===== src/rtl/hazard_pkg.sv =====
// Shared constants, FSM encoding and forwarding-select helper for the hazard unit.
package hazard_pkg;

  localparam logic [1:0] FWD_NONE = 2'b00;
  localparam logic [1:0] FWD_W    = 2'b01;
  localparam logic [1:0] FWD_M    = 2'b10;

  localparam logic [3:0] PC_IDX = 4'd15;

  typedef enum logic {
    IDLE = 1'b0,
    BUSY = 1'b1
  } mul_state_e;

  // Memory stage wins over writeback; the PC is never forwarded.
  function automatic logic [1:0] fwd_sel(
    input logic [3:0] ra,
    input logic       rw_m,
    input logic [3:0] wa_m,
    input logic       rw_w,
    input logic [3:0] wa_w
  );
    if (ra == PC_IDX)           return FWD_NONE;
    if (rw_m && (ra == wa_m))   return FWD_M;
    if (rw_w && (ra == wa_w))   return FWD_W;
    return FWD_NONE;
  endfunction

endpackage


===== src/rtl/hazard_if.sv =====
// Hazard interface between the control cell (master) and the hazard unit (slave).
interface hazard_if;
  logic [3:0] RA1D, RA2D, RA3D;
  logic       R3D_valid;
  logic [3:0] RA1E, RA2E;
  logic [3:0] WA3E, WA3M, WA3W;
  logic       MemtoRegE, RegWriteM, RegWriteW;
  logic       Mul_CtrlD, PCWrPendingF, PCSrcW, BranchTakenE;

  logic [1:0] ForwardAE, ForwardBE;
  logic       StallF, StallD, StallE;
  logic       FlushD, FlushE, FlushM;
  logic       MulBusy;

  modport master (
    output RA1D, RA2D, RA3D, R3D_valid, RA1E, RA2E, WA3E, WA3M, WA3W,
           MemtoRegE, RegWriteM, RegWriteW, Mul_CtrlD, PCWrPendingF, PCSrcW, BranchTakenE,
    input  ForwardAE, ForwardBE, StallF, StallD, StallE, FlushD, FlushE, FlushM, MulBusy
  );

  modport slave (
    input  RA1D, RA2D, RA3D, R3D_valid, RA1E, RA2E, WA3E, WA3M, WA3W,
           MemtoRegE, RegWriteM, RegWriteW, Mul_CtrlD, PCWrPendingF, PCSrcW, BranchTakenE,
    output ForwardAE, ForwardBE, StallF, StallD, StallE, FlushD, FlushE, FlushM, MulBusy
  );
endinterface


===== src/rtl/hazard_unit_mul_stall_seq.sv =====
// Multi-cycle multiply sequencer: tracks a multiply in Execute and holds the
// front of the pipe for MUL_LAT-1 cycles.
module mul_stall_seq
  import hazard_pkg::*;
#(
  parameter int unsigned MUL_LAT = 3
) (
  input  logic sys_clk,
  input  logic sys_rst_n,
  input  logic mul_ctrl_d_i,
  input  logic stall_e_i,
  input  logic flush_e_i,
  output logic mulstall_o,
  output logic mul_busy_o
);

  localparam logic [3:0] LAST = 4'(MUL_LAT - 1);

  logic       mul_e_q, mul_e_d;
  logic [3:0] cnt_q, cnt_d;
  mul_state_e state_q, state_d;
  logic       mulstall;

  // State tracks the next cycle's mulstall, so MulBusy lines up with the stalls.
  always_comb begin
    mulstall = mul_e_q && (cnt_q < LAST);

    mul_e_d = mul_e_q;
    if (flush_e_i)
      mul_e_d = 1'b0;
    else if (!stall_e_i)
      mul_e_d = mul_ctrl_d_i;

    cnt_d = cnt_q;
    if (mulstall)
      cnt_d = cnt_q + 4'd1;
    else if (mul_e_q)
      cnt_d = 4'd0;

    state_d = (mul_e_d && (cnt_d < LAST)) ? BUSY : IDLE;
  end

  always_ff @(posedge sys_clk or posedge sys_rst_n) begin
    if (sys_rst_n) begin
      mul_e_q <= 1'b0;
      cnt_q   <= 4'd0;
      state_q <= IDLE;
    end else begin
      mul_e_q <= mul_e_d;
      cnt_q   <= cnt_d;
      state_q <= state_d;
    end
  end

  assign mulstall_o = mulstall;
  assign mul_busy_o = (state_q == BUSY);

endmodule


===== src/rtl/hazard_unit.sv =====
// Pipeline hazard resolver: forwarding, load-use and multiply stalls, flushes.
// Optional HAZARD_PERF_CNT_EN adds saturating stall/flush/load-use counters.
module hazard_unit #(
  parameter int unsigned MUL_LAT = 3
) (
  input  logic        sys_clk,
  input  logic        sys_rst_n,
  hazard_if.slave     hz
`ifdef HAZARD_PERF_CNT_EN
  ,
  output logic [31:0] StallCnt,
  output logic [31:0] FlushCnt,
  output logic [31:0] LdUseCnt
`endif
);
  import hazard_pkg::*;

  logic ldstall;
  logic mulstall;
  logic mul_busy;
  logic stall_d, stall_e, flush_d, flush_e;

  assign ldstall = hz.MemtoRegE &&
                   ((hz.RA1D == hz.WA3E) || (hz.RA2D == hz.WA3E) ||
                    (hz.R3D_valid && (hz.RA3D == hz.WA3E)));

  assign stall_d = ldstall || mulstall;
  assign stall_e = mulstall;
  assign flush_d = hz.PCWrPendingF || hz.PCSrcW || hz.BranchTakenE;
  // A held multiply keeps E occupied, so a pending flush waits until E advances.
  assign flush_e = (ldstall || hz.BranchTakenE) && !mulstall;

  mul_stall_seq #(.MUL_LAT(MUL_LAT)) u_mul_seq (
    .sys_clk      (sys_clk),
    .sys_rst_n    (sys_rst_n),
    .mul_ctrl_d_i (hz.Mul_CtrlD),
    .stall_e_i    (stall_e),
    .flush_e_i    (flush_e),
    .mulstall_o   (mulstall),
    .mul_busy_o   (mul_busy)
  );

  assign hz.ForwardAE = fwd_sel(hz.RA1E, hz.RegWriteM, hz.WA3M, hz.RegWriteW, hz.WA3W);
  assign hz.ForwardBE = fwd_sel(hz.RA2E, hz.RegWriteM, hz.WA3M, hz.RegWriteW, hz.WA3W);
  assign hz.StallF    = ldstall || hz.PCWrPendingF || mulstall;
  assign hz.StallD    = stall_d;
  assign hz.StallE    = stall_e;
  assign hz.FlushD    = flush_d;
  assign hz.FlushE    = flush_e;
  assign hz.FlushM    = mulstall;
  assign hz.MulBusy   = mul_busy;

`ifdef HAZARD_PERF_CNT_EN
  logic [31:0] stall_cnt_q, flush_cnt_q, lduse_cnt_q;

  always_ff @(posedge sys_clk or posedge sys_rst_n) begin
    if (sys_rst_n) begin
      stall_cnt_q <= 32'd0;
      flush_cnt_q <= 32'd0;
      lduse_cnt_q <= 32'd0;
    end else begin
      if (stall_d && (stall_cnt_q != 32'hFFFF_FFFF))
        stall_cnt_q <= stall_cnt_q + 32'd1;
      if ((flush_d || flush_e) && (flush_cnt_q != 32'hFFFF_FFFF))
        flush_cnt_q <= flush_cnt_q + 32'd1;
      if (ldstall && (lduse_cnt_q != 32'hFFFF_FFFF))
        lduse_cnt_q <= lduse_cnt_q + 32'd1;
    end
  end

  assign StallCnt = stall_cnt_q;
  assign FlushCnt = flush_cnt_q;
  assign LdUseCnt = lduse_cnt_q;
`endif

endmodule


===== src/flat_wrapper.sv =====
// flat-port wrapper written by rule: the top's interface ports become plain ports
module hazard_unit_flat import hazard_pkg::*;
#(
  parameter int unsigned MUL_LAT = 3
)
  (sys_clk, sys_rst_n, hz_RA1D, hz_RA2D, hz_RA3D, hz_R3D_valid, hz_RA1E, hz_RA2E, hz_WA3E, hz_WA3M, hz_WA3W, hz_MemtoRegE, hz_RegWriteM, hz_RegWriteW, hz_Mul_CtrlD, hz_PCWrPendingF, hz_PCSrcW, hz_BranchTakenE, hz_ForwardAE, hz_ForwardBE, hz_StallF, hz_StallD, hz_StallE, hz_FlushD, hz_FlushE, hz_FlushM, hz_MulBusy);
  hazard_if hz_i ();
  input  logic sys_clk;
  input  logic sys_rst_n;
  input wire logic [$bits(hz_i.RA1D)-1:0] hz_RA1D;
  input wire logic [$bits(hz_i.RA2D)-1:0] hz_RA2D;
  input wire logic [$bits(hz_i.RA3D)-1:0] hz_RA3D;
  input wire logic [$bits(hz_i.R3D_valid)-1:0] hz_R3D_valid;
  input wire logic [$bits(hz_i.RA1E)-1:0] hz_RA1E;
  input wire logic [$bits(hz_i.RA2E)-1:0] hz_RA2E;
  input wire logic [$bits(hz_i.WA3E)-1:0] hz_WA3E;
  input wire logic [$bits(hz_i.WA3M)-1:0] hz_WA3M;
  input wire logic [$bits(hz_i.WA3W)-1:0] hz_WA3W;
  input wire logic [$bits(hz_i.MemtoRegE)-1:0] hz_MemtoRegE;
  input wire logic [$bits(hz_i.RegWriteM)-1:0] hz_RegWriteM;
  input wire logic [$bits(hz_i.RegWriteW)-1:0] hz_RegWriteW;
  input wire logic [$bits(hz_i.Mul_CtrlD)-1:0] hz_Mul_CtrlD;
  input wire logic [$bits(hz_i.PCWrPendingF)-1:0] hz_PCWrPendingF;
  input wire logic [$bits(hz_i.PCSrcW)-1:0] hz_PCSrcW;
  input wire logic [$bits(hz_i.BranchTakenE)-1:0] hz_BranchTakenE;
  output wire logic [$bits(hz_i.ForwardAE)-1:0] hz_ForwardAE;
  output wire logic [$bits(hz_i.ForwardBE)-1:0] hz_ForwardBE;
  output wire logic [$bits(hz_i.StallF)-1:0] hz_StallF;
  output wire logic [$bits(hz_i.StallD)-1:0] hz_StallD;
  output wire logic [$bits(hz_i.StallE)-1:0] hz_StallE;
  output wire logic [$bits(hz_i.FlushD)-1:0] hz_FlushD;
  output wire logic [$bits(hz_i.FlushE)-1:0] hz_FlushE;
  output wire logic [$bits(hz_i.FlushM)-1:0] hz_FlushM;
  output wire logic [$bits(hz_i.MulBusy)-1:0] hz_MulBusy;
  assign hz_i.RA1D = hz_RA1D;
  assign hz_i.RA2D = hz_RA2D;
  assign hz_i.RA3D = hz_RA3D;
  assign hz_i.R3D_valid = hz_R3D_valid;
  assign hz_i.RA1E = hz_RA1E;
  assign hz_i.RA2E = hz_RA2E;
  assign hz_i.WA3E = hz_WA3E;
  assign hz_i.WA3M = hz_WA3M;
  assign hz_i.WA3W = hz_WA3W;
  assign hz_i.MemtoRegE = hz_MemtoRegE;
  assign hz_i.RegWriteM = hz_RegWriteM;
  assign hz_i.RegWriteW = hz_RegWriteW;
  assign hz_i.Mul_CtrlD = hz_Mul_CtrlD;
  assign hz_i.PCWrPendingF = hz_PCWrPendingF;
  assign hz_i.PCSrcW = hz_PCSrcW;
  assign hz_i.BranchTakenE = hz_BranchTakenE;
  assign hz_ForwardAE = hz_i.ForwardAE;
  assign hz_ForwardBE = hz_i.ForwardBE;
  assign hz_StallF = hz_i.StallF;
  assign hz_StallD = hz_i.StallD;
  assign hz_StallE = hz_i.StallE;
  assign hz_FlushD = hz_i.FlushD;
  assign hz_FlushE = hz_i.FlushE;
  assign hz_FlushM = hz_i.FlushM;
  assign hz_MulBusy = hz_i.MulBusy;
  hazard_unit #(.MUL_LAT(MUL_LAT)) u_core (.sys_clk(sys_clk), .sys_rst_n(sys_rst_n), .hz(hz_i));
endmodule

===== config.mk =====
export PLATFORM = sky130hd
export DESIGN_NAME = hazard_unit_flat
export DESIGN_NICKNAME = d
export VERILOG_FILES = /design/src/rtl/hazard_pkg.sv /design/src/rtl/hazard_if.sv /design/src/rtl/hazard_unit_mul_stall_seq.sv /design/src/rtl/hazard_unit.sv /design/src/flat_wrapper.sv
export SDC_FILE = /design/constraint.sdc
export NUM_CORES = 1
export LEC_CHECK = 0
export CORE_MARGIN = 3
export CORE_UTILIZATION = 32
export CTS_BUF_LIST = sky130_fd_sc_hd__clkbuf_16
export DETAILED_ROUTE_END_ITERATION = 6
export GPL_TIMING_DRIVEN = 1
export PLACE_DENSITY = 0.79
export SYNTH_ARGS = -nofsm -noshare
export SYNTH_HDL_FRONTEND = slang
export SYNTH_HIERARCHICAL = 1
export SYNTH_SLANG_ARGS = --single-unit

===== constraint.sdc =====
create_clock -name sys_clk -period 2.2 [get_ports sys_clk]
set_input_delay 0.55 -clock sys_clk [delete_from_list [all_inputs] [get_ports sys_clk]]
set_output_delay 0.55 -clock sys_clk [all_outputs]
set_load 0.02 [all_outputs]

==> results.toml, run 1 <==
[outcome]
status = "finished, violations left"
violations = "setup timing"

[finish]
final_nets = 186
fill_cells = 150
drive_gt1_share_pct = 38.73
area_growth_pct = 111.2
antenna_cells = 0
utilization_pct = 75.05
seqCellArea_sq_um = 150.1
multi_input_area_sq_um = 533.0

[placement]
gp_congestion = 0.7279
port_buffers = 52
hpwl_mm = 2.035

[global_routing]
grt_pass1_vias = 935
antenna_found_initial = 0
grt_max_degree = 9
overflow = 0
grt_pass1_wl_mm = 4.022
grt_use_total_pct = 20.71

[sta]
worst_slew_pin_slew_ps = 323.0
report.final.slew_viol_count = 0
rsz0062_at_grt = "true"
finalSetupTns_ps = -476.3
slew_headroom_pct = 78.47
min_period_ps = 2363
period_share_pct = 107.4
setup_viol = 3
setup_ws_ps = -162.9
hold_viol_final = 0
max_freq_mhz = 423.2
fin_skew_ps = 0.09286

[synthesis]
synth_top_family_by_area = "XOR/XNOR gates"
synth_fp_nets = 119
syn_area_sq_um = 646.9
synth_top_flop_cell = "dfrtp_1"
seq_area_frac_synth_pct = 23.21
synth_top_area_cell = "dfrtp_1"
synthSimpleGateAreaFrac_pct = 24.37
synthMuxAreaShare_pct = 2.128
avgSynthCellArea_sq_um = 8.401
synth_edf_count = 0
synthAdderAreaFrac_pct = 0
synth_compound_area_share_pct = 13.93
synthArstFlopShare_pct = 100.0
synth_xor_area_share_pct = 31.14
synthCells = 77
synth_warnings = 6
synth_cell_types = 28
synth_top_area_share_pct = 23.21
ys_seq_elements = 6
synth.area.top_cells = "dfrtp_1, xor2_1, xnor2_1"

[min_path]
min_path_type = "reg2reg"

[floorplanning]
die_x_um = 50.96
io_pins = 53
die_h_um = 50.96
coreArea_sq_um = 1821
rows = 15
die_area_sq_um = 2597
start_util_pct = 35.53

[cts]
cts_root_buf = "clkbuf_16"
ctsHoldBuffers = 0
cts_tree = "yes"
cts.sinks = 6
cts_buffer_depth = 2
cts_buffers = 3
clock_latency_ps = 230
htreeDepth = 1
clk_pin_slew_ps = 30

[job]
maxCapViolCount = 0

[routing]
dr.pass1.iters = 4
drtIter0Drc = 24
drtAntennaViolNets = 0
num_vias = 851
drt-wirelength-per-cell_um = 15.72
via_per_inst = 5.096
drc = 0
drt-total-wl_mm = 2.626

[worst_setup_path]
worst_path_max_delay_cell = "a222oi_1"
endpoint_kind = "primary output"
cp-start-kind = "primary input"
criticalPathCategory = "in2out"
max_stage_delay_ps = 360
crit_required_ps = 1650
crit_fanout = 4
crit_chain = "buf_8, a222oi_1, nor3b_2, o21ai_1, buf_4, or2b_1, buf_6"
critPathBufInv = 3
cpLargestDelayFamily = "compound AO/OA/AOI/OAI gates"
arrival_ps = 1810

[power]
power_density_nw_per_um2 = 602.6
cellLeakagePower_nw = 0.6648
ir_drop_uv = 371.8
cells by family (layout without fill, tap and decap cells):
| kind of cell | count (synthesis) | after routing |
|---|---|---|
| xor gates and xnor gates | 23 | 23 |
| DFF | 6 | 6 |
| buffers and inverters | 8 | 73 |
| muxes | 1 | 1 |
| and+or+nand+nor | 26 | 26 |
| AOI/OAI and AO/OA | 13 | 13 |
worst register-to-register path, cell delays in order, from the launching register on:
cell and delay [ps]:
dfrtp_1 380, nor3_2 220, and2_2 260, a21oi_4 50, buf_4 130, nor2_2 130
o211a_1 160
flip-flops by register name, summed over array words and instances, names as in the netlist:
| name | count |
|---|---|
| u_core/u_mul_seq/mul_e_q | 1 |
| u_core/u_mul_seq/mul_busy_o | 1 |
| u_core/u_mul_seq/cnt_q | 4 |
cell usage after synthesis (2+ instances only):
cell type and number:
o21ai_0 4, inv_1 7, xnor2_1 9, xor2_1 14, and3_1 2, nor3_1 4, a41oi_1 2, and2b_2 2
dfrtp_1 6, nand2_1 2, nand3_1 8
layout by cell type, fill, tap and decap left out, types with 4 or more instances in the layout:
cell	n
buf_2	8
buf_4	10
buf_6	8
clkbuf_2	5
clkdlybuf4s15_1	8
clkdlybuf4s50_1	9
dfrtp_1	6
dlygate4sd2_1	11
inv_1	5
nand3_1	8
o21ai_0	4
xnor2_1	7
xor2_1	14
cell type report:
class                           count  share of cell area [%]
Multi-Input combinational cell     63                   39.01
Clock buffer                        3                   5.495
Sequential cell                     6                   10.99
Inverter                            7                   1.923
Tap cell                           25                   2.289
Timing Repair Buffer               63                   40.29
layer usage:
metal | wire length (um) | vias up | track usage [%]
met3 | 161 | 2 | 4.665
met4 | 21 | 0 | 7.175
met2 | 1491 | 42 | 40.77
li1 | - | 402 | -
met5 | 0 | - | 0
met1 | 952 | 405 | 20.78
what timing repair did:
item | in CTS | in global routing
gates cloned | 0 | 0
setup endpoints to repair | 10 | 8
pin swaps | 19 | 7
gates resized for setup | 125 | 22
buffers inserted | 1 | 0
through the flow:
step	cell area, sq um	setup WS, ps	power, W	instances	hold slack [ps]
floorplan	646.9	44.60	0.0003132	77	341.0
global placement	1266	-886.7	0.0005051	163	508.1
detailed placement	1266	-968.5	0.0005182	163	512.4
CTS	1351	-85.97	0.0008158	167	519.7
global route	1366	-200.0	0.0008648	167	559.6
finish	1366	-162.9	0.0008233	167	516.8
worst paths after layout:
kind,start,to,slack [ps],cells past startpoint
max,hz_WA3E[2],hz_StallD,-160,7
min reg2reg,u_core/u_mul_seq/cnt_q[3],u_core/u_mul_seq/cnt_q[3],520,1
max reg2reg,u_core/u_mul_seq/cnt_q[2],u_core/u_mul_seq/mul_busy_o,800,6
min in group asynchronous,sys_rst_n,u_core/u_mul_seq/mul_e_q,540,2
min,u_core/u_mul_seq/cnt_q[3],u_core/u_mul_seq/cnt_q[3],520,1
max in group asynchronous,sys_rst_n,u_core/u_mul_seq/cnt_q[0],1470,2
where the power goes:
group | internal (W) | switching [W]
clock network | 0.000233 | 0.0000581
registers | 0.000137 | 0.0000180
logic | 0.000192 | 0.000185
Power figures use the tool's default switching activity.
==> run 2: changes to the inputs <==
--- a/config.mk
+++ b/config.mk
@@ -9,7 +9,6 @@
 export CORE_UTILIZATION = 32
 export CTS_BUF_LIST = sky130_fd_sc_hd__clkbuf_16
 export DETAILED_ROUTE_END_ITERATION = 6
-export GPL_TIMING_DRIVEN = 1
 export PLACE_DENSITY = 0.79
 export SYNTH_ARGS = -nofsm -noshare
 export SYNTH_HDL_FRONTEND = slang
==> results of run 2 <==
Final layout, timing and power as in run 1 (identical DEF).
